**src/rtl/instr_encoder_loader_pkg.sv**
```systemverilog
// ----------------------------------------------------------------------------
// instr_pkg
// Shared definitions for the instruction encoder/loader and its benches.
//   - instr_type_e   : tuple type codes R=0, J=1, HALT=2, I=3
//   - OP_* constants : reserved major opcodes
//   - state_e        : loader FSM states
//   - instr_fields_t : one decoded field tuple
//   - encode_instr() : packs a tuple into a 32-bit MIPS word
//   - is_illegal()   : true for an I tuple using a reserved opcode
// ----------------------------------------------------------------------------
package instr_pkg;

    typedef enum logic [1:0] {
        TYPE_R    = 2'd0,
        TYPE_J    = 2'd1,
        TYPE_HALT = 2'd2,
        TYPE_I    = 2'd3
    } instr_type_e;

    localparam logic [5:0] OP_RTYPE = 6'b000000;
    localparam logic [5:0] OP_J     = 6'b000010;
    localparam logic [5:0] OP_HALT  = 6'b111111;

    typedef enum logic [1:0] {
        ST_IDLE,
        ST_LOAD,
        ST_DRAIN,
        ST_DONE
    } state_e;

    typedef struct packed {
        instr_type_e itype;
        logic [5:0]  opcode;
        logic [4:0]  rs;
        logic [4:0]  rt;
        logic [4:0]  rd;
        logic [4:0]  sa;
        logic [5:0]  funct;
        logic [15:0] imm;
        logic [25:0] target;
    } instr_fields_t;

    function automatic logic [31:0] encode_instr(input instr_fields_t f);
        logic [31:0] w;
        case (f.itype)
            TYPE_R:    w = {OP_RTYPE, f.rs, f.rt, f.rd, f.sa, f.funct};
            TYPE_J:    w = {OP_J, f.target};
            TYPE_HALT: w = {OP_HALT, 26'b0};
            default:   w = {f.opcode, f.rs, f.rt, f.imm};
        endcase
        return w;
    endfunction

    // An I tuple must not collide with the R, J or HALT major opcodes.
    function automatic logic is_illegal(input instr_fields_t f);
        return (f.itype == TYPE_I) &&
               ((f.opcode == OP_RTYPE) || (f.opcode == OP_J) || (f.opcode == OP_HALT));
    endfunction

endpackage

```
**src/rtl/instr_encoder_loader_if.sv**
```systemverilog
// ----------------------------------------------------------------------------
// Bus interfaces of the instruction encoder/loader.
//   enc_in_if : field-tuple handshake (master = tuple source, slave = loader)
//               in_valid/in_ready plus in_type, in_opcode, in_rs, in_rt,
//               in_rd, in_sa, in_funct, in_imm, in_target
//   mem_wr_if : instruction-memory write port (master = loader, slave = memory)
//               mem_we, mem_addr[ADDR_W], mem_wdata[32], mem_ready
// ----------------------------------------------------------------------------
interface enc_in_if;
    logic        in_valid;
    logic        in_ready;
    logic [1:0]  in_type;
    logic [5:0]  in_opcode;
    logic [4:0]  in_rs;
    logic [4:0]  in_rt;
    logic [4:0]  in_rd;
    logic [4:0]  in_sa;
    logic [5:0]  in_funct;
    logic [15:0] in_imm;
    logic [25:0] in_target;

    modport master (
        output in_valid, in_type, in_opcode, in_rs, in_rt, in_rd, in_sa,
               in_funct, in_imm, in_target,
        input  in_ready
    );

    modport slave (
        input  in_valid, in_type, in_opcode, in_rs, in_rt, in_rd, in_sa,
               in_funct, in_imm, in_target,
        output in_ready
    );
endinterface

interface mem_wr_if #(
    parameter int unsigned ADDR_W = 8
);
    logic              mem_we;
    logic [ADDR_W-1:0] mem_addr;
    logic [31:0]       mem_wdata;
    logic              mem_ready;

    modport master (
        output mem_we, mem_addr, mem_wdata,
        input  mem_ready
    );

    modport slave (
        input  mem_we, mem_addr, mem_wdata,
        output mem_ready
    );
endinterface

```
**src/rtl/instr_encoder_loader_enc_fifo.sv**
```systemverilog
// ----------------------------------------------------------------------------
// enc_fifo
// DEPTH x WIDTH synchronous FIFO holding encoded words awaiting write-out.
//   clk, rst_n  : clock, asynchronous active-low reset (pointers only)
//   push, push_data : write one entry (ignored when full)
//   pop         : drop the head entry (ignored when empty)
//   head        : current head entry (undefined content when empty)
//   full, empty : derived from pointers carrying an extra wrap bit
//   count       : current occupancy, 0..DEPTH
// Simultaneous push and pop are both performed.
// ----------------------------------------------------------------------------
module enc_fifo #(
    parameter int unsigned DEPTH = 4,
    parameter int unsigned WIDTH = 32
) (
    input  logic                     clk,
    input  logic                     rst_n,
    input  logic                     push,
    input  logic [WIDTH-1:0]         push_data,
    input  logic                     pop,
    output logic [WIDTH-1:0]         head,
    output logic                     full,
    output logic                     empty,
    output logic [$clog2(DEPTH):0]   count
);

    localparam int unsigned PTR_W = $clog2(DEPTH);

    logic [PTR_W:0]   wr_ptr_q, wr_ptr_d;
    logic [PTR_W:0]   rd_ptr_q, rd_ptr_d;
    logic [WIDTH-1:0] mem_q [DEPTH];
    logic             push_en;
    logic             pop_en;

    always_comb begin
        full  = (wr_ptr_q[PTR_W] != rd_ptr_q[PTR_W]) &&
                (wr_ptr_q[PTR_W-1:0] == rd_ptr_q[PTR_W-1:0]);
        empty = (wr_ptr_q == rd_ptr_q);
        count = wr_ptr_q - rd_ptr_q;
        head  = mem_q[rd_ptr_q[PTR_W-1:0]];

        push_en  = push && !full;
        pop_en   = pop && !empty;
        wr_ptr_d = push_en ? wr_ptr_q + (PTR_W+1)'(1) : wr_ptr_q;
        rd_ptr_d = pop_en  ? rd_ptr_q + (PTR_W+1)'(1) : rd_ptr_q;
    end

    always_ff @(posedge clk or negedge rst_n) begin
        if (!rst_n) begin
            wr_ptr_q <= '0;
            rd_ptr_q <= '0;
        end else begin
            wr_ptr_q <= wr_ptr_d;
            rd_ptr_q <= rd_ptr_d;
        end
    end

    // Storage needs no reset: entries are only observed while non-empty.
    always_ff @(posedge clk) begin
        if (push_en) begin
            mem_q[wr_ptr_q[PTR_W-1:0]] <= push_data;
        end
    end

endmodule

```
**src/rtl/instr_encoder_loader.sv**
```systemverilog
// ----------------------------------------------------------------------------
// instr_encoder_loader
// Packs decoded field tuples into 32-bit MIPS words and writes them to
// instruction memory at consecutive addresses via a small FIFO. A session
// starts on `start` (from IDLE or DONE) and ends once the HALT word written.
//   clk, rst_n   : clock, asynchronous active-low reset
//   start        : begin a session (honoured in IDLE/DONE only)
//   base_addr    : first write address, sampled on accepted start
//   in_bus       : enc_in_if.slave field-tuple handshake
//   mem_bus      : mem_wr_if.master memory write port
//   busy, done   : LOAD/DRAIN, DONE state indications
//   word_count   : words written this session
//   err_illegal  : sticky, illegal I opcode seen
//   err_wrap     : sticky, write address wrapped past the top of memory
//   checksum     : XOR of all written words (only with INSTR_ENC_CHECKSUM_EN)
// Optional feature macro: INSTR_ENC_CHECKSUM_EN
// ----------------------------------------------------------------------------
module instr_encoder_loader
    import instr_pkg::*;
#(
    parameter int unsigned ADDR_W = 8,
    parameter int unsigned DEPTH  = 4
) (
    input  logic              clk,
    input  logic              rst_n,
    input  logic              start,
    input  logic [ADDR_W-1:0] base_addr,
    enc_in_if.slave           in_bus,
    mem_wr_if.master          mem_bus,
    output logic              busy,
    output logic              done,
    output logic [ADDR_W:0]   word_count,
    output logic              err_illegal,
    output logic              err_wrap
`ifdef INSTR_ENC_CHECKSUM_EN
    ,
    output logic [31:0]       checksum
`endif
);

    localparam int unsigned CNT_W = $clog2(DEPTH) + 1;

    state_e            state_q, state_d;
    logic [ADDR_W-1:0] addr_q, addr_d;
    logic [ADDR_W:0]   wcnt_q, wcnt_d;
    logic              err_ill_q, err_ill_d;
    logic              err_wrap_q, err_wrap_d;
`ifdef INSTR_ENC_CHECKSUM_EN
    logic [31:0]       csum_q, csum_d;
`endif

    instr_fields_t     fields;
    logic              in_ready_c;
    logic              mem_we_c;
    logic [31:0]       mem_wdata_c;
    logic              accept;
    logic              push;
    logic              pop;
    logic              fifo_full;
    logic              fifo_empty;
    logic [31:0]       fifo_head;
    logic [CNT_W-1:0]  fifo_count;

    enc_fifo #(
        .DEPTH (DEPTH),
        .WIDTH (32)
    ) u_fifo (
        .clk       (clk),
        .rst_n     (rst_n),
        .push      (push),
        .push_data (encode_instr(fields)),
        .pop       (pop),
        .head      (fifo_head),
        .full      (fifo_full),
        .empty     (fifo_empty),
        .count     (fifo_count)
    );

    always_comb begin
        fields.itype  = instr_type_e'(in_bus.in_type);
        fields.opcode = in_bus.in_opcode;
        fields.rs     = in_bus.in_rs;
        fields.rt     = in_bus.in_rt;
        fields.rd     = in_bus.in_rd;
        fields.sa     = in_bus.in_sa;
        fields.funct  = in_bus.in_funct;
        fields.imm    = in_bus.in_imm;
        fields.target = in_bus.in_target;

        state_d    = state_q;
        addr_d     = addr_q;
        wcnt_d     = wcnt_q;
        err_ill_d  = err_ill_q;
        err_wrap_d = err_wrap_q;
`ifdef INSTR_ENC_CHECKSUM_EN
        csum_d     = csum_q;
`endif
        in_ready_c = 1'b0;
        accept     = 1'b0;
        push       = 1'b0;

        // Write side runs in LOAD and DRAIN; the FIFO is empty elsewhere.
        mem_we_c    = ((state_q == ST_LOAD) || (state_q == ST_DRAIN)) && !fifo_empty;
        mem_wdata_c = mem_we_c ? fifo_head : '0;
        pop         = mem_we_c && mem_bus.mem_ready;

        if (pop) begin
            addr_d = addr_q + ADDR_W'(1);
            wcnt_d = wcnt_q + (ADDR_W+1)'(1);
            if (addr_q == '1) begin
                err_wrap_d = 1'b1;
            end
`ifdef INSTR_ENC_CHECKSUM_EN
            csum_d = csum_q ^ fifo_head;
`endif
        end

        case (state_q)
            ST_IDLE, ST_DONE: begin
                if (start) begin
                    state_d    = ST_LOAD;
                    addr_d     = base_addr;
                    wcnt_d     = '0;
                    err_ill_d  = 1'b0;
                    err_wrap_d = 1'b0;
`ifdef INSTR_ENC_CHECKSUM_EN
                    csum_d     = '0;
`endif
                end
            end
            ST_LOAD: begin
                // Ready depends only on registered FIFO state, never on pop.
                in_ready_c = !fifo_full;
                accept     = in_bus.in_valid && in_ready_c;
                if (accept) begin
                    if (is_illegal(fields)) begin
                        err_ill_d = 1'b1;
                    end else begin
                        push = 1'b1;
                    end
                    if (fields.itype == TYPE_HALT) begin
                        state_d = ST_DRAIN;
                    end
                end
            end
            ST_DRAIN: begin
                if (pop && (fifo_count == CNT_W'(1))) begin
                    state_d = ST_DONE;
                end
            end
            default: state_d = ST_IDLE;
        endcase
    end

    always_ff @(posedge clk or negedge rst_n) begin
        if (!rst_n) begin
            state_q    <= ST_IDLE;
            addr_q     <= '0;
            wcnt_q     <= '0;
            err_ill_q  <= 1'b0;
            err_wrap_q <= 1'b0;
`ifdef INSTR_ENC_CHECKSUM_EN
            csum_q     <= '0;
`endif
        end else begin
            state_q    <= state_d;
            addr_q     <= addr_d;
            wcnt_q     <= wcnt_d;
            err_ill_q  <= err_ill_d;
            err_wrap_q <= err_wrap_d;
`ifdef INSTR_ENC_CHECKSUM_EN
            csum_q     <= csum_d;
`endif
        end
    end

    assign in_bus.in_ready   = in_ready_c;
    assign mem_bus.mem_we    = mem_we_c;
    assign mem_bus.mem_addr  = addr_q;
    assign mem_bus.mem_wdata = mem_wdata_c;

    assign busy        = (state_q == ST_LOAD) || (state_q == ST_DRAIN);
    assign done        = (state_q == ST_DONE);
    assign word_count  = wcnt_q;
    assign err_illegal = err_ill_q;
    assign err_wrap    = err_wrap_q;
`ifdef INSTR_ENC_CHECKSUM_EN
    assign checksum    = csum_q;
`endif

endmodule

```
**src/flat_wrapper.sv**
```systemverilog
// flat-port wrapper written by rule: the top's interface ports become plain ports
module instr_encoder_loader_flat import instr_pkg::*;
#(
    parameter int unsigned ADDR_W = 8,
    parameter int unsigned DEPTH  = 4
)
  (clk, rst_n, start, base_addr, busy, done, word_count, err_illegal, err_wrap, in_bus_in_valid, in_bus_in_type, in_bus_in_opcode, in_bus_in_rs, in_bus_in_rt, in_bus_in_rd, in_bus_in_sa, in_bus_in_funct, in_bus_in_imm, in_bus_in_target, in_bus_in_ready, mem_bus_mem_we, mem_bus_mem_addr, mem_bus_mem_wdata, mem_bus_mem_ready);
  enc_in_if in_bus_i ();
  mem_wr_if #(.ADDR_W(ADDR_W)) mem_bus_i ();
  input  logic clk;
  input  logic rst_n;
  input  logic start;
  input  logic [ADDR_W-1:0] base_addr;
  output logic busy;
  output logic done;
  output logic [ADDR_W:0] word_count;
  output logic err_illegal;
  output logic err_wrap;
  input wire logic [$bits(in_bus_i.in_valid)-1:0] in_bus_in_valid;
  input wire logic [$bits(in_bus_i.in_type)-1:0] in_bus_in_type;
  input wire logic [$bits(in_bus_i.in_opcode)-1:0] in_bus_in_opcode;
  input wire logic [$bits(in_bus_i.in_rs)-1:0] in_bus_in_rs;
  input wire logic [$bits(in_bus_i.in_rt)-1:0] in_bus_in_rt;
  input wire logic [$bits(in_bus_i.in_rd)-1:0] in_bus_in_rd;
  input wire logic [$bits(in_bus_i.in_sa)-1:0] in_bus_in_sa;
  input wire logic [$bits(in_bus_i.in_funct)-1:0] in_bus_in_funct;
  input wire logic [$bits(in_bus_i.in_imm)-1:0] in_bus_in_imm;
  input wire logic [$bits(in_bus_i.in_target)-1:0] in_bus_in_target;
  output wire logic [$bits(in_bus_i.in_ready)-1:0] in_bus_in_ready;
  output wire logic [$bits(mem_bus_i.mem_we)-1:0] mem_bus_mem_we;
  output wire logic [$bits(mem_bus_i.mem_addr)-1:0] mem_bus_mem_addr;
  output wire logic [$bits(mem_bus_i.mem_wdata)-1:0] mem_bus_mem_wdata;
  input wire logic [$bits(mem_bus_i.mem_ready)-1:0] mem_bus_mem_ready;
  assign in_bus_i.in_valid = in_bus_in_valid;
  assign in_bus_i.in_type = in_bus_in_type;
  assign in_bus_i.in_opcode = in_bus_in_opcode;
  assign in_bus_i.in_rs = in_bus_in_rs;
  assign in_bus_i.in_rt = in_bus_in_rt;
  assign in_bus_i.in_rd = in_bus_in_rd;
  assign in_bus_i.in_sa = in_bus_in_sa;
  assign in_bus_i.in_funct = in_bus_in_funct;
  assign in_bus_i.in_imm = in_bus_in_imm;
  assign in_bus_i.in_target = in_bus_in_target;
  assign in_bus_in_ready = in_bus_i.in_ready;
  assign mem_bus_mem_we = mem_bus_i.mem_we;
  assign mem_bus_mem_addr = mem_bus_i.mem_addr;
  assign mem_bus_mem_wdata = mem_bus_i.mem_wdata;
  assign mem_bus_i.mem_ready = mem_bus_mem_ready;
  instr_encoder_loader #(.ADDR_W(ADDR_W), .DEPTH(DEPTH)) u_core (.clk(clk), .rst_n(rst_n), .start(start), .base_addr(base_addr), .in_bus(in_bus_i), .mem_bus(mem_bus_i), .busy(busy), .done(done), .word_count(word_count), .err_illegal(err_illegal), .err_wrap(err_wrap));
endmodule
```
**config.mk**
```make
export PLATFORM = sky130hd
export DESIGN_NAME = instr_encoder_loader_flat
export DESIGN_NICKNAME = d
export VERILOG_FILES = /design/src/rtl/instr_encoder_loader_pkg.sv /design/src/rtl/instr_encoder_loader_if.sv /design/src/rtl/instr_encoder_loader_enc_fifo.sv /design/src/rtl/instr_encoder_loader.sv /design/src/flat_wrapper.sv
export SDC_FILE = /design/constraint.sdc
export NUM_CORES = 1
export LEC_CHECK = 0
export ABC_AREA = 1
export BUFFER_PORTS_ARGS = -buffer_cell sky130_fd_sc_hd__buf_2
export CAP_MARGIN = 0
export CORE_ASPECT_RATIO = 1.2
export CORE_MARGIN = 5
export CORE_UTILIZATION = 25
export DETAILED_ROUTE_END_ITERATION = 8
export HOLD_SLACK_MARGIN = 0.05
export PLACE_DENSITY_LB_ADDON = 0.25
export SLEW_MARGIN = 20
export SYNTH_ARGS = -nofsm -noshare
export SYNTH_HDL_FRONTEND = slang
export SYNTH_HIERARCHICAL = 1
export SYNTH_SLANG_ARGS = --single-unit
export TNS_END_PERCENT = 10
```
**constraint.sdc**
```tcl
create_clock -name clk -period 3.62 [get_ports clk]
set_input_delay 0.724 -clock clk [delete_from_list [all_inputs] [get_ports clk]]
set_output_delay 0.724 -clock clk [all_outputs]
set_load 0.02 [all_outputs]
```
Yosys cells after proc, flatten, opt, wreduce, memory -nomap -nowiden
Memory sizes are Yosys's and may differ from the RTL's. Cells that the tools add are included.

Register bits: 27. Word-level logic and storage cells: 78. Input bits: 89. Memory bits (writable): 128. Memories: 1. Output and inout bits: 55.

Memory list: u_core.u_fifo.mem_q (words 4, bits a word 32, read ports 1, clocked after memory_dff 0, wr ports 1, RTL line instr_encoder_loader_enc_fifo.sv:31) `logic [WIDTH-1:0] mem_q [DEPTH];`.

$add $sub $neg: 5. Reduce and logical (&&, ||, !) cells: 20. Equality and inequality tests: 18. Mux-type cells: 27.

Operators by type and width (number): one-hot mux 32 bit (3 select lines) (1); 2-to-1 mux 32 bit (1); 2-to-1 mux 9 bit (3); 2-to-1 mux 8 bit (3); 2-to-1 mux 1 bit (13); inequality test 2 bit, second input constant (5); adder 9 x 1 -> 9 bit, second input constant (1); adder 8 x 1 -> 8 bit, second input constant (1); equality test 2 bit, second input constant (4); equality test 8 bit, second input constant (1); logical AND 1 bit (8); 2-to-1 mux 2 bit (4); AND reduction 4 bit (2); adder 3 x 1 -> 3 bit, second input constant (2); equality test 6 x 2 -> 1 bit, second input constant (1); equality test 6 bit, second input constant (1); logical NOT 6 bit (1); one-hot mux 2 bit (3 select lines) (1); equality test 2 x 1 -> 1 bit, second input constant (2); logical NOT 2 bit (2); equality test 3 x 1 -> 1 bit, second input constant (1); equality test 3 bit (1); logical OR 1 bit (3); subtractor 3 bit (1); 6 further kinds (7).

Longest topological paths before layout
Gate-level depths: netlist of run 1.

Depth after elaboration: 10. Mapped depth: 15. Depth with buffers taken out: 14.

Cells and area by module
The synthesis of run 1 kept the hierarchy.

By module, submodules not included: enc_fifo (sequential area each 3993.8 µm², instances 1, cells each 373, area each 5215.0 µm²); instr_encoder_loader (sequential area each 525.5 µm², instances 1, cells each 364, area each 2122.0 µm²).

Least setup slack after synthesis of run 1
OpenSTA, ideal clock, no wires.

Path kind: register to register. Start: reg u_core.u_fifo.rd_ptr_q[1]. End: mem u_core.u_fifo.mem_q[0][0] (enable). Buffers on the path: 1. Data required time: 3.199 ns. Setup slack: 0.198 ns. Cell stages (with the launch flop): 13. Arrival time: 3.001 ns. Cell sequence: dfrtp_1 inv_2 buf_2 ha_1 nand2_1 clkinv_2 nand3_2 inv_1 inv_1 nand2_1 nor2_1 nand2_1 nor2_1.

Cells in the longest elaborated chain, start to end: 9.

Ends and longest elaborated chain: start: declaration (RTL line instr_encoder_loader_enc_fifo.sv:30) `logic [PTR_W:0] rd_ptr_q, rd_ptr_d;`; start signal: assignment (RTL line instr_encoder_loader_enc_fifo.sv:54) `rd_ptr_q <= rd_ptr_d;`; equality test 2 bit (RTL line instr_encoder_loader_enc_fifo.sv:37) `(wr_ptr_q[PTR_W-1:0] == rd_ptr_q[PTR_W-1:0]);`; logical AND 1 bit (RTL line instr_encoder_loader_enc_fifo.sv:36) `full = (wr_ptr_q[PTR_W] != rd_ptr_q[PTR_W]) &&`; named net u_core.fifo_full (RTL line instr_encoder_loader.sv:59) `logic fifo_full;`; logical NOT 1 bit (RTL line instr_encoder_loader.sv:133) `in_ready_c = !fifo_full;`; logical AND 1 bit (RTL line instr_encoder_loader.sv:134) `accept = in_bus.in_valid && in_ready_c;`; 2-to-1 mux 1 bit (RTL line instr_encoder_loader.sv:135) `if (accept) begin`; 2-to-1 mux 1 bit (RTL line instr_encoder_loader.sv:118) `case (state_q)`; named net u_core.push (RTL line instr_encoder_loader.sv:57) `logic push;`; logical AND 1 bit (RTL line instr_encoder_loader_enc_fifo.sv:42) `push_en = push && !full;`; 2-to-1 mux 1 bit (RTL line instr_encoder_loader_enc_fifo.sv:60) `if (push_en) begin`; 2-to-1 mux 1 bit (implied by the code) (RTL line instr_encoder_loader_enc_fifo.sv:61) `mem_q[wr_ptr_q[PTR_W-1:0]] <= push_data;`; end: declaration (RTL line instr_encoder_loader_enc_fifo.sv:31).

The timed path passes the listed nets, and every way through them passes these cells.

Worst setup path after layout of run 1
Start: reg u_core.u_fifo.rd_ptr_q[0]. End: out mem_bus_mem_wdata[25].

Cells in the longest elaborated chain, start to end: 4. Elaborated cells between the ends (all ways): 5.

Ends and longest elaborated chain: equality test 3 bit (RTL line instr_encoder_loader_enc_fifo.sv:38) `empty = (wr_ptr_q == rd_ptr_q);`; named net u_core.fifo_empty (RTL line instr_encoder_loader.sv:60) `logic fifo_empty;`; logical NOT 1 bit (RTL line instr_encoder_loader.sv:103) `mem_we_c = ((state_q == ST_LOAD) || (state_q == ST_DRAIN)) && !fifo_empty;`; logical AND 1 bit (RTL line instr_encoder_loader.sv:103); 2-to-1 mux 32 bit (RTL line instr_encoder_loader.sv:104) `mem_wdata_c = mem_we_c ? fifo_head : '0;`; end: declaration (RTL line flat_wrapper.sv:32) `output wire logic [$bits(mem_bus_i.mem_wdata)-1:0] mem_bus_mem_wdata;`.

The timed path passes the listed nets, and every way through them passes these cells.

==> results of run 1 <==
-- layout make-up --
class	instances	area, sq um	area share (%)
clock buffers	18	429	4.74
repair buffers	160	843	9.31
well taps	385	482	5.32
multi-input cells	464	2320	25.6
clock inverters	14	153	1.69
flip-flops and latches	155	4520	49.9
inverters	81	305	3.37
-- stage by stage --
stage	total power, mW	std cells	hold WS [ns]	setup slack (ns)
2_1_floorplan	4.62	737	0.428	0.198
3_3_place_gp	5.73	1245	0.501	0.776
3_5_place_dp	5.75	1245	0.505	0.698
4_1_cts	7.49	1277	0.337	0.230
5_1_grt	7.91	1277	0.379	0.0474
6_report	7.34	1277	0.330	0.300
-- kinds of logic (layout without fill, tap and decap cells) --
kind of cell / count (synthesis) / count (layout) / share of synthesized area (%)
adder cells (fa/ha/maj): 19 / 19 / 3.34
XOR/XNOR: 6 / 6 / 0.716
flip-flops: 155 / 155 / 61.6
AO/OA/AOI/OAI: 131 / 131 / 9.62
AND/OR/NAND/NOR: 307 / 307 / 17.7
buffers and inverters: 118 / 273 / 6.87
multiplexers: 1 / 1 / 0.136
-- critical path: stages (launching register included) --
cell and delay [ns]:
dfrtp_2 0.55, ha_1 0.36, nand2_1 0.06, clkinv_2 0.05
nand3_1 0.14, inv_1 0.14, nor2_4 0.05, inv_1 0.15
buf_4 0.39, nor2_1 0.08, buf_2 0.17
-- flip-flops by register name, indices dropped and copies added, names as in the netlist --
register,count
u_core/u_fifo/mem_q,128
u_core/u_fifo/rd_ptr_q,3
u_core/err_wrap,1
u_core/err_illegal,1
u_core/u_fifo/wr_ptr_q,3
u_core/state_q,2
u_core/mem_bus.mem_addr,8
u_core/word_count,9
-- power by group --
group          total, mW  leakage (nW)  switching [mW]  internal, mW
sequential          2.40          1.51           0.175          2.23
combinational       3.21          2.12            2.25         0.961
clock               1.72         0.278           0.798         0.922
-- metal layers --
| metal | GRT usage, % | up-vias |
|---|---|---|
| met4 | 4.06 | 0 |
| li1 | - | 2800 |
| met3 | 1.94 | 20 |
| met1 | 14.4 | 2622 |
| met5 | 0 | - |
| met2 | 21.9 | 112 |
-- layout by cell type, fill, tap and decap left out, types with 3 or more instances in the layout --
cell type	Yosys	final
a21oi_1	6	6
buf_2	6	143
buf_4	0	17
clkbuf_16	0	17
clkinv_8	0	3
dfrtp_1	27	26
edfxtp_1	128	128
ha_1	18	18
inv_1	74	74
inv_2	5	5
inv_6	0	4
inv_8	0	4
nand2_1	97	97
nand3_1	75	75
nand4_1	5	5
nor2_1	122	119
nor2_2	1	4
o21ai_0	67	67
o21ai_1	23	23
o22ai_1	32	32
xnor2_1	3	3
xor2_1	3	3
-- final timing paths --
check	slack [ns]	endpoint	cells past startpoint
min in group clk	0.50	u_core/mem_bus.mem_addr[6]$_DFF_PN0_	3
setup / recovery	0.30	mem_bus_mem_wdata[25]	10
setup reg to reg	0.85	u_core/u_fifo/mem_q[0][24]$_DFFE_PP_	11
max in group asynchronous	2.82	u_core/u_fifo/rd_ptr_q[0]$_DFFE_PN0P_	1
hold / removal	0.33	u_core/word_count[8]$_DFF_PN0_	1
hold reg to reg	0.51	u_core/err_illegal$_DFFE_PN0P_	2
==> flow_metrics.py, run 1 <==
metrics = {
    "status": {
        "status": "finished, final reports clean",
    },
    "global_routing": {
        "grt_pass1_wl_microns": 31000,
        "antenna_found_initial": 0,
        "grt_pass1_vias": 5641,
        "track_usage_pct": 12.0,
        "grt_overflow": 0,
        "grt_max_degree": 49,
    },
    "clocking": {
        "worstSkewPairLatency_ns": 0.42,
        "clock-root-buffer": "clkbuf_16",
        "clockBufferDepth": 2,
        "cts-resized-gates": 0,
        "clkSlewWorstSetupHoldPaths_ns": 0.07,
        "cts.sinks": 155,
        "cts_max_level": 4,
        "holdBufCountCts": 0,
        "cts_setup_buffers": 0,
        "cts_inserted_buffers": 17,
        "cts_tree": "built",
    },
    "worst_setup_path": {
        "arrival_ns": 2.60,
        "worstPathRequired_ns": 2.90,
        "end_kind": "output pin",
        "r2r-start": "u_core/u_fifo/rd_ptr_q[0]$_DFFE_PN0P_",
        "start_kind": "flip-flop",
        "cp_max_fo": 27,
        "crit_type": "flip-flop to output pin",
        "crit_path_start": "u_core/u_fifo/rd_ptr_q[0]$_DFFE_PN0P_",
    },
    "timing": {
        "skew_ns": 0.0135,
        "tns_ns": 0,
        "relSlewSlack_pct": 52.3,
        "worst_pin_slew_ns": 0.715,
        "slew_viol_final": 0,
        "max_freq_ghz": 0.301,
        "min_period_ns": 3.32,
        "finalSetupViolCount": 0,
        "hold_violations": 0,
        "finalCritPeriodShare_pct": 91.7,
        "rsz0062_at_grt": "false",
    },
    "floorplan": {
        "initial_core_util_pct": 25.4,
        "dieWidth_microns": 166,
        "fp.coreArea_sq_um": 28800,
        "die_height_microns": 198,
        "rows": 68,
        "pin_count": 144,
        "dieArea_sq_um": 32900,
    },
    "synth": {
        "synth_common_cells": "128 x edfxtp_1, 122 x nor2_1, 97 x nand2_1",
        "syn_area_sq_um": 7340,
        "syn-instance-count": 737,
        "synth_top_area_share_pct": 52.4,
        "synth_area_leader_cell": "edfxtp_1",
        "yosysUniqueCellTypes": 32,
        "synth.avg_cell_area_sq_um": 9.96,
        "synth_area_leaders": "edfxtp_1 52%, dfrtp_1 9.2%, nor2_1 6.2%",
        "yosysMostFrequentCell": "edfxtp_1",
        "ys_seq_area_share_pct": 61.6,
        "syn-num-nets": 845,
        "synthFlopType": "edfxtp_1",
        "synthArstFlopShare_pct": 17.4,
        "yosysWarningCount": 6,
        "synth_edf_count": 128,
        "synth_seq_cells": 155,
    },
    "min_path": {
        "hp-class": "input port to async pin",
    },
    "finish": {
        "insertedDiodeCount": 0,
        "areaGrowthSynthToFinish_pct": 23.4,
        "fillCellCount": 2994,
        "finalNetCount": 987,
        "final_layout_size_suffix_gt1_share_pct": 23.3,
        "final_area_sq_um": 9050,
        "fin_util_pct": 31.4,
    },
    "drt": {
        "first_pass_iters": 4,
        "wl_per_cell_microns": 15.5,
        "drc_errors": 0,
        "viasPerCell": 4.35,
        "wirelength_microns": 19700,
        "num_vias": 5554,
        "met1Wirelength_microns": 8480,
        "met3WireLength_microns": 594,
        "top_layer": "met4",
        "met2WireLength_microns": 10300,
        "drt_iter0_drc": 197,
        "antenna_left": 0,
    },
    "placed_design": {
        "hpwl_microns": 13500,
        "port_buffers": 143,
        "place_area_sq_um": 8470,
        "globalplace.congestion": 0.758,
    },
    "pwr": {
        "max-vdd-ir-drop_v": 0.000477,
        "powerDensity_nw_per_um2": 811,
        "leakagePower_nw": 3.91,
    },
    "job": {
        "maxCapViolCount": 0,
    },
}
Note: power is estimated with default switching activity, not from simulation.
==> run 2, diff against run 1 <==
- clock period: 3.62 -> 3 ns (I/O delays scaled with it)
==> flow_metrics.py, run 2 (synthesis results as in run 1) <==
metrics = {
    "drt": {
        "met1Wirelength_microns": 8710,
        "met3WireLength_microns": 621,
        "top_layer": "met4",
        "viasPerCell": 4.41,
        "antenna_left": 0,
        "drt_iter0_drc": 324,
        "num_vias": 5629,
        "first_pass_iters": 5,
        "wl_per_cell_microns": 15.5,
        "wirelength_microns": 19800,
        "met2WireLength_microns": 10200,
        "drc_errors": 0,
    },
    "global_routing": {
        "antenna_found_initial": 0,
        "track_usage_pct": 11.8,
        "grt_pass1_vias": 5544,
        "grt_pass1_wl_microns": 30600,
        "grt_overflow": 0,
        "grt_max_degree": 47,
    },
    "clocking": {
        "cts_setup_buffers": 0,
        "clock-root-buffer": "clkbuf_16",
        "cts.sinks": 155,
        "worstSkewPairLatency_ns": 0.43,
        "clkSlewWorstSetupHoldPaths_ns": 0.07,
        "cts_inserted_buffers": 17,
        "clockBufferDepth": 2,
        "cts_max_level": 4,
        "cts_tree": "built",
    },
    "worst_setup_path": {
        "cp_max_fo": 13,
        "rrSetupSlack_ns": 0.44,
        "r2r_cells": 14,
        "start_kind": "flip-flop",
        "end_kind": "output pin",
        "crit_type": "flip-flop to output pin",
        "r2r-start": "u_core/u_fifo/wr_ptr_q[0]$_DFFE_PN0P_",
        "arrival_ns": 2.24,
        "worstPathRequired_ns": 2.40,
        "crit_path_start": "u_core/u_fifo/wr_ptr_q[0]$_DFFE_PN0P_",
        "r2r-end": "u_core/u_fifo/mem_q[3][31]$_DFFE_PP_",
        "crit_end": "mem_bus_mem_wdata[9]",
    },
    "finish": {
        "insertedDiodeCount": 0,
        "final_cell_mix": "135 x buf_2, 128 x edfxtp_1, 117 x nor2_1, 97 x nand2_1",
        "fillCellCount": 3011,
        "instances_no_fill": 1277,
        "finalNetCount": 987,
        "largest_register_ffs": 128,
        "final_common_cell": "buf_2",
        "final_area_sq_um": 9170,
        "areaGrowthSynthToFinish_pct": 24.9,
        "final_layout_size_suffix_gt1_share_pct": 23.7,
    },
    "placed_design": {
        "dp.cells": 1245,
        "place_area_sq_um": 8520,
        "hpwl_microns": 13600,
        "port_buffers": 143,
        "globalplace.congestion": 0.769,
    },
    "timing": {
        "skew_ns": 0.0173,
        "max_freq_ghz": 0.353,
        "worst_pin_slew_ns": 1.00,
        "whs_ns": 0.215,
        "hold_violations": 0,
        "rsz0062_at_grt": "true",
        "finalCritPeriodShare_pct": 94.5,
        "slew_viol_final": 0,
        "relSlewSlack_pct": 33.1,
        "min_period_ns": 2.84,
        "finalSetupViolCount": 0,
    },
    "job": {
        "maxCapViolCount": 0,
    },
    "pwr": {
        "powerDensity_nw_per_um2": 999,
        "total_power_mw": 9.15,
        "max-vdd-ir-drop_v": 0.000537,
        "leakagePower_nw": 3.95,
    },
    "floorplan": {
        "initial_core_util_pct": 25.4,
        "die_height_microns": 198,
        "dieWidth_microns": 166,
        "dieArea_sq_um": 32900,
        "pin_count": 144,
        "fp.coreArea_sq_um": 28800,
        "rows": 68,
    },
    "status": {
        "status": "finished, final reports clean",
    },
    "min_path": {
        "hp-class": "input port to async pin",
    },
}
run 2: changes by cell type in the layout (fill, tap and decap cells not counted), moves of 2 or more:
cell / change
nor2_1: -2
nor2_2: +2
clkinv_8: -2
buf_4: +2
buf_2: -8
bufinv_16: +2
buf_6: +2
buf_12: +4
clkinvlp_4: -2
run 2: area by class of cell:
class / instances / area [sq um] / area share (%)
sequential: 155 / 4520 / 49.3
tap: 385 / 482 / 5.25
multi-input combinational: 464 / 2330 / 25.4
clock inverter: 14 / 179 / 1.95
clock buffer: 18 / 429 / 4.68
inverter: 81 / 305 / 3.33
timing repair buffer: 160 / 921 / 10.0
run 2: how the worst min path moves through the flow:
stage | from | to | slack (ns) | cells past startpoint
floorplan | rst_n | u_core/err_illegal$_DFFE_PN0P_ | 0.30 | 0
global placement | u_core/err_illegal$_DFFE_PN0P_ | u_core/err_illegal$_DFFE_PN0P_ | 0.51 | 2
detailed placement | u_core/err_illegal$_DFFE_PN0P_ | u_core/err_illegal$_DFFE_PN0P_ | 0.50 | 2
CTS | rst_n | u_core/word_count[8]$_DFF_PN0_ | 0.23 | 1
global route | rst_n | u_core/word_count[8]$_DFF_PN0_ | 0.25 | 1
finish | rst_n | u_core/word_count[8]$_DFF_PN0_ | 0.22 | 1
run 2: routing by layer:
| metal | vias up | track usage, % |
|---|---|---|
| li1 | 2804 | - |
| met1 | 2696 | 14.6 |
| met2 | 117 | 21.1 |
| met3 | 12 | 2.34 |
| met4 | 0 | 3.09 |
| met5 | - | 0 |
run 2: repair_timing:
action,4_1_cts,5_1_grt
endpoints found under the setup margin,0,32
hold buffers,0,0
resized for setup,0,13
run 2: worst max-delay path, cell delays in order (launching register included):
cell      delay (ns)
dfrtp_1         0.40
inv_1           0.11
ha_1            0.32
nand2_1         0.08
clkinv_2        0.07
nand3_2         0.09
inv_1           0.07
nor2_4          0.13
inv_1           0.09
buf_6           0.17
nor2_1          0.11
buf_2           0.18
run 2: report_power, final:
group	leakage [nW]	internal, mW	switching (mW)	total, mW
Combinational	2.14	1.30	2.79	4.09
Sequential	1.51	2.69	0.180	2.87
Clock	0.300	1.27	0.931	2.20
run 2: stage by stage:
step / worst slack (ns) / TNS (ns) / util [%]
floorplan: -0.422 / -40.55 / -
global placement: 0.504 / 0 / 29.5
detailed placement: 0.440 / 0 / 29.5
CTS: 0.0163 / 0 / 31.7
global route: -0.0126 / -0.0345 / 31.8
finish: 0.164 / 0 / 31.8
==> run 3, diff against run 2 <==
- BUFFER_PORTS_ARGS: -buffer_cell sky130_fd_sc_hd__buf_2 -> -buffer_cell sky130_fd_sc_hd__buf_4
- CORE_MARGIN: 5 -> 2
- GPL_TIMING_DRIVEN: unset -> 0
==> flow_metrics.py, run 3 (synthesis results as in run 1) <==
metrics = {
    "min_path": {
        "hp-class": "input port to async pin",
    },
    "global_routing": {
        "grt_pass1_wl_microns": 32400,
        "track_usage_pct": 14.0,
        "grt_overflow": 0,
        "grt_max_degree": 28,
        "grt_pass1_vias": 5742,
        "antenna_found_initial": 0,
    },
    "worst_setup_path": {
        "cp_max_fo": 10,
        "end_kind": "output pin",
        "crit_path_start": "u_core/u_fifo/rd_ptr_q[1]$_DFFE_PN0P_",
        "path_cells": "inv_4, buf_8, ha_1, nand2_1, clkinv_2, nand3_4, inv_1, nor2_4, inv_2, clkbuf_8, nor2_1, buf_4",
        "r2r_cells": 13,
        "rrSetupSlack_ns": 0.22,
        "worstPathRequired_ns": 2.40,
        "worst_path_max_delay_cell": "dfrtp_2",
        "r2r-end": "u_core/u_fifo/mem_q[1][19]$_DFFE_PP_",
        "crit_type": "flip-flop to output pin",
        "cp_num_buf_inv": 7,
        "arrival_ns": 2.31,
        "max_stage_delay_ns": 0.43,
        "cp.depth": 12,
        "r2r-start": "u_core/u_fifo/rd_ptr_q[1]$_DFFE_PN0P_",
        "crit_end": "mem_bus_mem_wdata[15]",
        "start_kind": "flip-flop",
        "cp_top_family": "buffers and inverters",
    },
    "drt": {
        "drc_errors": 0,
        "antenna_left": 0,
        "wirelength_microns": 21300,
        "viasPerCell": 4.48,
        "drt_iter0_drc": 388,
        "num_vias": 5853,
        "wl_per_cell_microns": 16.3,
        "first_pass_iters": 5,
    },
    "finish": {
        "final_common_cell": "buf_4",
        "areaGrowthSynthToFinish_pct": 33.5,
        "finalNetCount": 1017,
        "insertedDiodeCount": 0,
        "multi_input_area_sq_um": 2390,
        "final_layout_size_suffix_gt1_share_pct": 24.6,
        "final_area_sq_um": 9800,
        "seqCellArea_sq_um": 4520,
        "final_cell_mix": "149 x buf_4, 128 x edfxtp_1, 111 x nor2_1, 96 x nand2_1, 74 x nand3_1",
        "fillCellCount": 2946,
        "largest_register_ffs": 128,
    },
    "placed_design": {
        "place_area_sq_um": 9020,
        "port_buffers": 143,
        "hpwl_microns": 15000,
        "globalplace.congestion": 0.761,
    },
    "pwr": {
        "swShare_pct": 41.1,
        "power_frac_seq_pct": 29.2,
        "clkPwrFrac_pct": 22.9,
        "comb_power_share_pct": 47.9,
        "powerDensity_nw_per_um2": 1010,
        "max-vdd-ir-drop_v": 0.000375,
        "leakagePower_nw": 4.13,
        "p_sw_mw": 4.06,
        "power.internal_mw": 5.82,
        "total_power_mw": 9.87,
    },
    "timing": {
        "hold_violations": 0,
        "relSlewSlack_pct": 54.2,
        "finalCritPeriodShare_pct": 96.9,
        "skew_ns": 0.00813,
        "min_period_ns": 2.91,
        "max_freq_ghz": 0.344,
        "rsz0062_at_grt": "true",
        "finalSetupViolCount": 0,
        "slew_viol_final": 0,
        "worst_pin_slew_ns": 0.686,
    },
    "floorplan": {
        "fp.coreArea_sq_um": 28800,
        "rows": 68,
        "dieArea_sq_um": 30700,
        "die_height_microns": 192,
        "dieWidth_microns": 160,
        "initial_core_util_pct": 25.4,
        "pin_count": 144,
    },
    "clocking": {
        "worstSkewPairLatency_ns": 0.43,
        "clock-root-buffer": "clkbuf_16",
        "cts_tree": "built",
        "cts.sinks": 155,
        "clockBufferDepth": 2,
        "holdBufCountCts": 0,
        "cts_max_level": 4,
        "cts_inserted_buffers": 17,
        "clkSlewWorstSetupHoldPaths_ns": 0.06,
    },
    "status": {
        "status": "finished, final reports clean",
    },
    "job": {
        "maxCapViolCount": 0,
    },
}
[run 3: cell types whose count changed in the layout (fill, tap and decap cells not counted), sizes merged]
cell / before / now
buf: 160 / 168
bufinv: 2 / 4
clkbuf: 18 / 42
clkinv: 6 / 4
clkinvlp: 0 / 2
inv: 87 / 83
[run 3: how the worst min path moves through the flow]
| stage | from | end | slack [ns] | cells after the start |
|---|---|---|---|---|
| 2_1_floorplan | rst_n | u_core/err_illegal$_DFFE_PN0P_ | 0.30 | 0 |
| 3_3_place_gp | u_core/err_illegal$_DFFE_PN0P_ | u_core/err_illegal$_DFFE_PN0P_ | 0.51 | 2 |
| 3_5_place_dp | u_core/err_illegal$_DFFE_PN0P_ | u_core/err_illegal$_DFFE_PN0P_ | 0.50 | 2 |
| 4_1_cts | rst_n | u_core/word_count[8]$_DFF_PN0_ | 0.09 | 1 |
| 5_1_grt | rst_n | u_core/word_count[8]$_DFF_PN0_ | 0.10 | 1 |
| 6_report | rst_n | u_core/word_count[8]$_DFF_PN0_ | 0.09 | 1 |
[run 3: what timing repair did]
action,CTS,global route
endpoints found under the setup margin,145,63
pin swaps,2,1
gates cloned,0,0
buffers inserted,4,2
gates resized for setup,19,10
[run 3: through the flow]
| stage | hold WS, ns | instances | TNS (ns) | setup WS, ns | utilization, % |
|---|---|---|---|---|---|
| floorplan | 0.304 | 737 | -40.55 | -0.422 | - |
| global placement | 0.509 | 1265 | -233.64 | -2.19 | 30.8 |
| detailed placement | 0.502 | 1269 | -30.41 | -0.342 | 31.3 |
| CTS | 0.0933 | 1305 | 0 | 0.0143 | 33.8 |
| global route | 0.103 | 1307 | -0.175 | -0.0283 | 34.0 |
| finish | 0.0942 | 1307 | 0 | 0.0935 | 34.0 |
[run 3: cell type report]
cell class	count	share of cell area [%]
inverter	81	3.14
tap	385	4.92
clock inverter	12	1.86
clock buffer	20	4.46
buffer	37	2.31
timing repair buffer	153	12.8
multi-input combinational	464	24.4
sequential	155	46.1
[run 3: metal layers]
metal  vias up  part of all wire (%)  track usage (%)
li1       2872                     -                -
met1      2802                    43             17.2
met4         0                   2.4             5.20
met3        30                   4.3             2.68
met2       149                    50             24.6
met5         -                     0                0
[run 3: power by group through the flow]
| stage | logic [mW] | registers [mW] | clock network [mW] |
|---|---|---|---|
| floorplan | 2.60 | 2.97 | 0 |
| global placement | 4.44 | 2.95 | 0 |
| detailed placement | 4.54 | 2.93 | 0 |
| CTS | 4.73 | 2.88 | 2.33 |
| global route | 5.23 | 2.92 | 2.40 |
| finish | 4.73 | 2.88 | 2.26 |
[run 3: worst reg2reg max path: stages, from the launching register on]
cell	delay, ns
dfrtp_2	0.43
inv_4	0.10
buf_8	0.10
ha_1	0.21
nand2_1	0.09
clkinv_2	0.08
nand3_2	0.13
inv_1	0.07
inv_1	0.05
nand2_1	0.07
nor2_2	0.20
nand2_2	0.18
nor2_4	0.53
buf_16	0.25
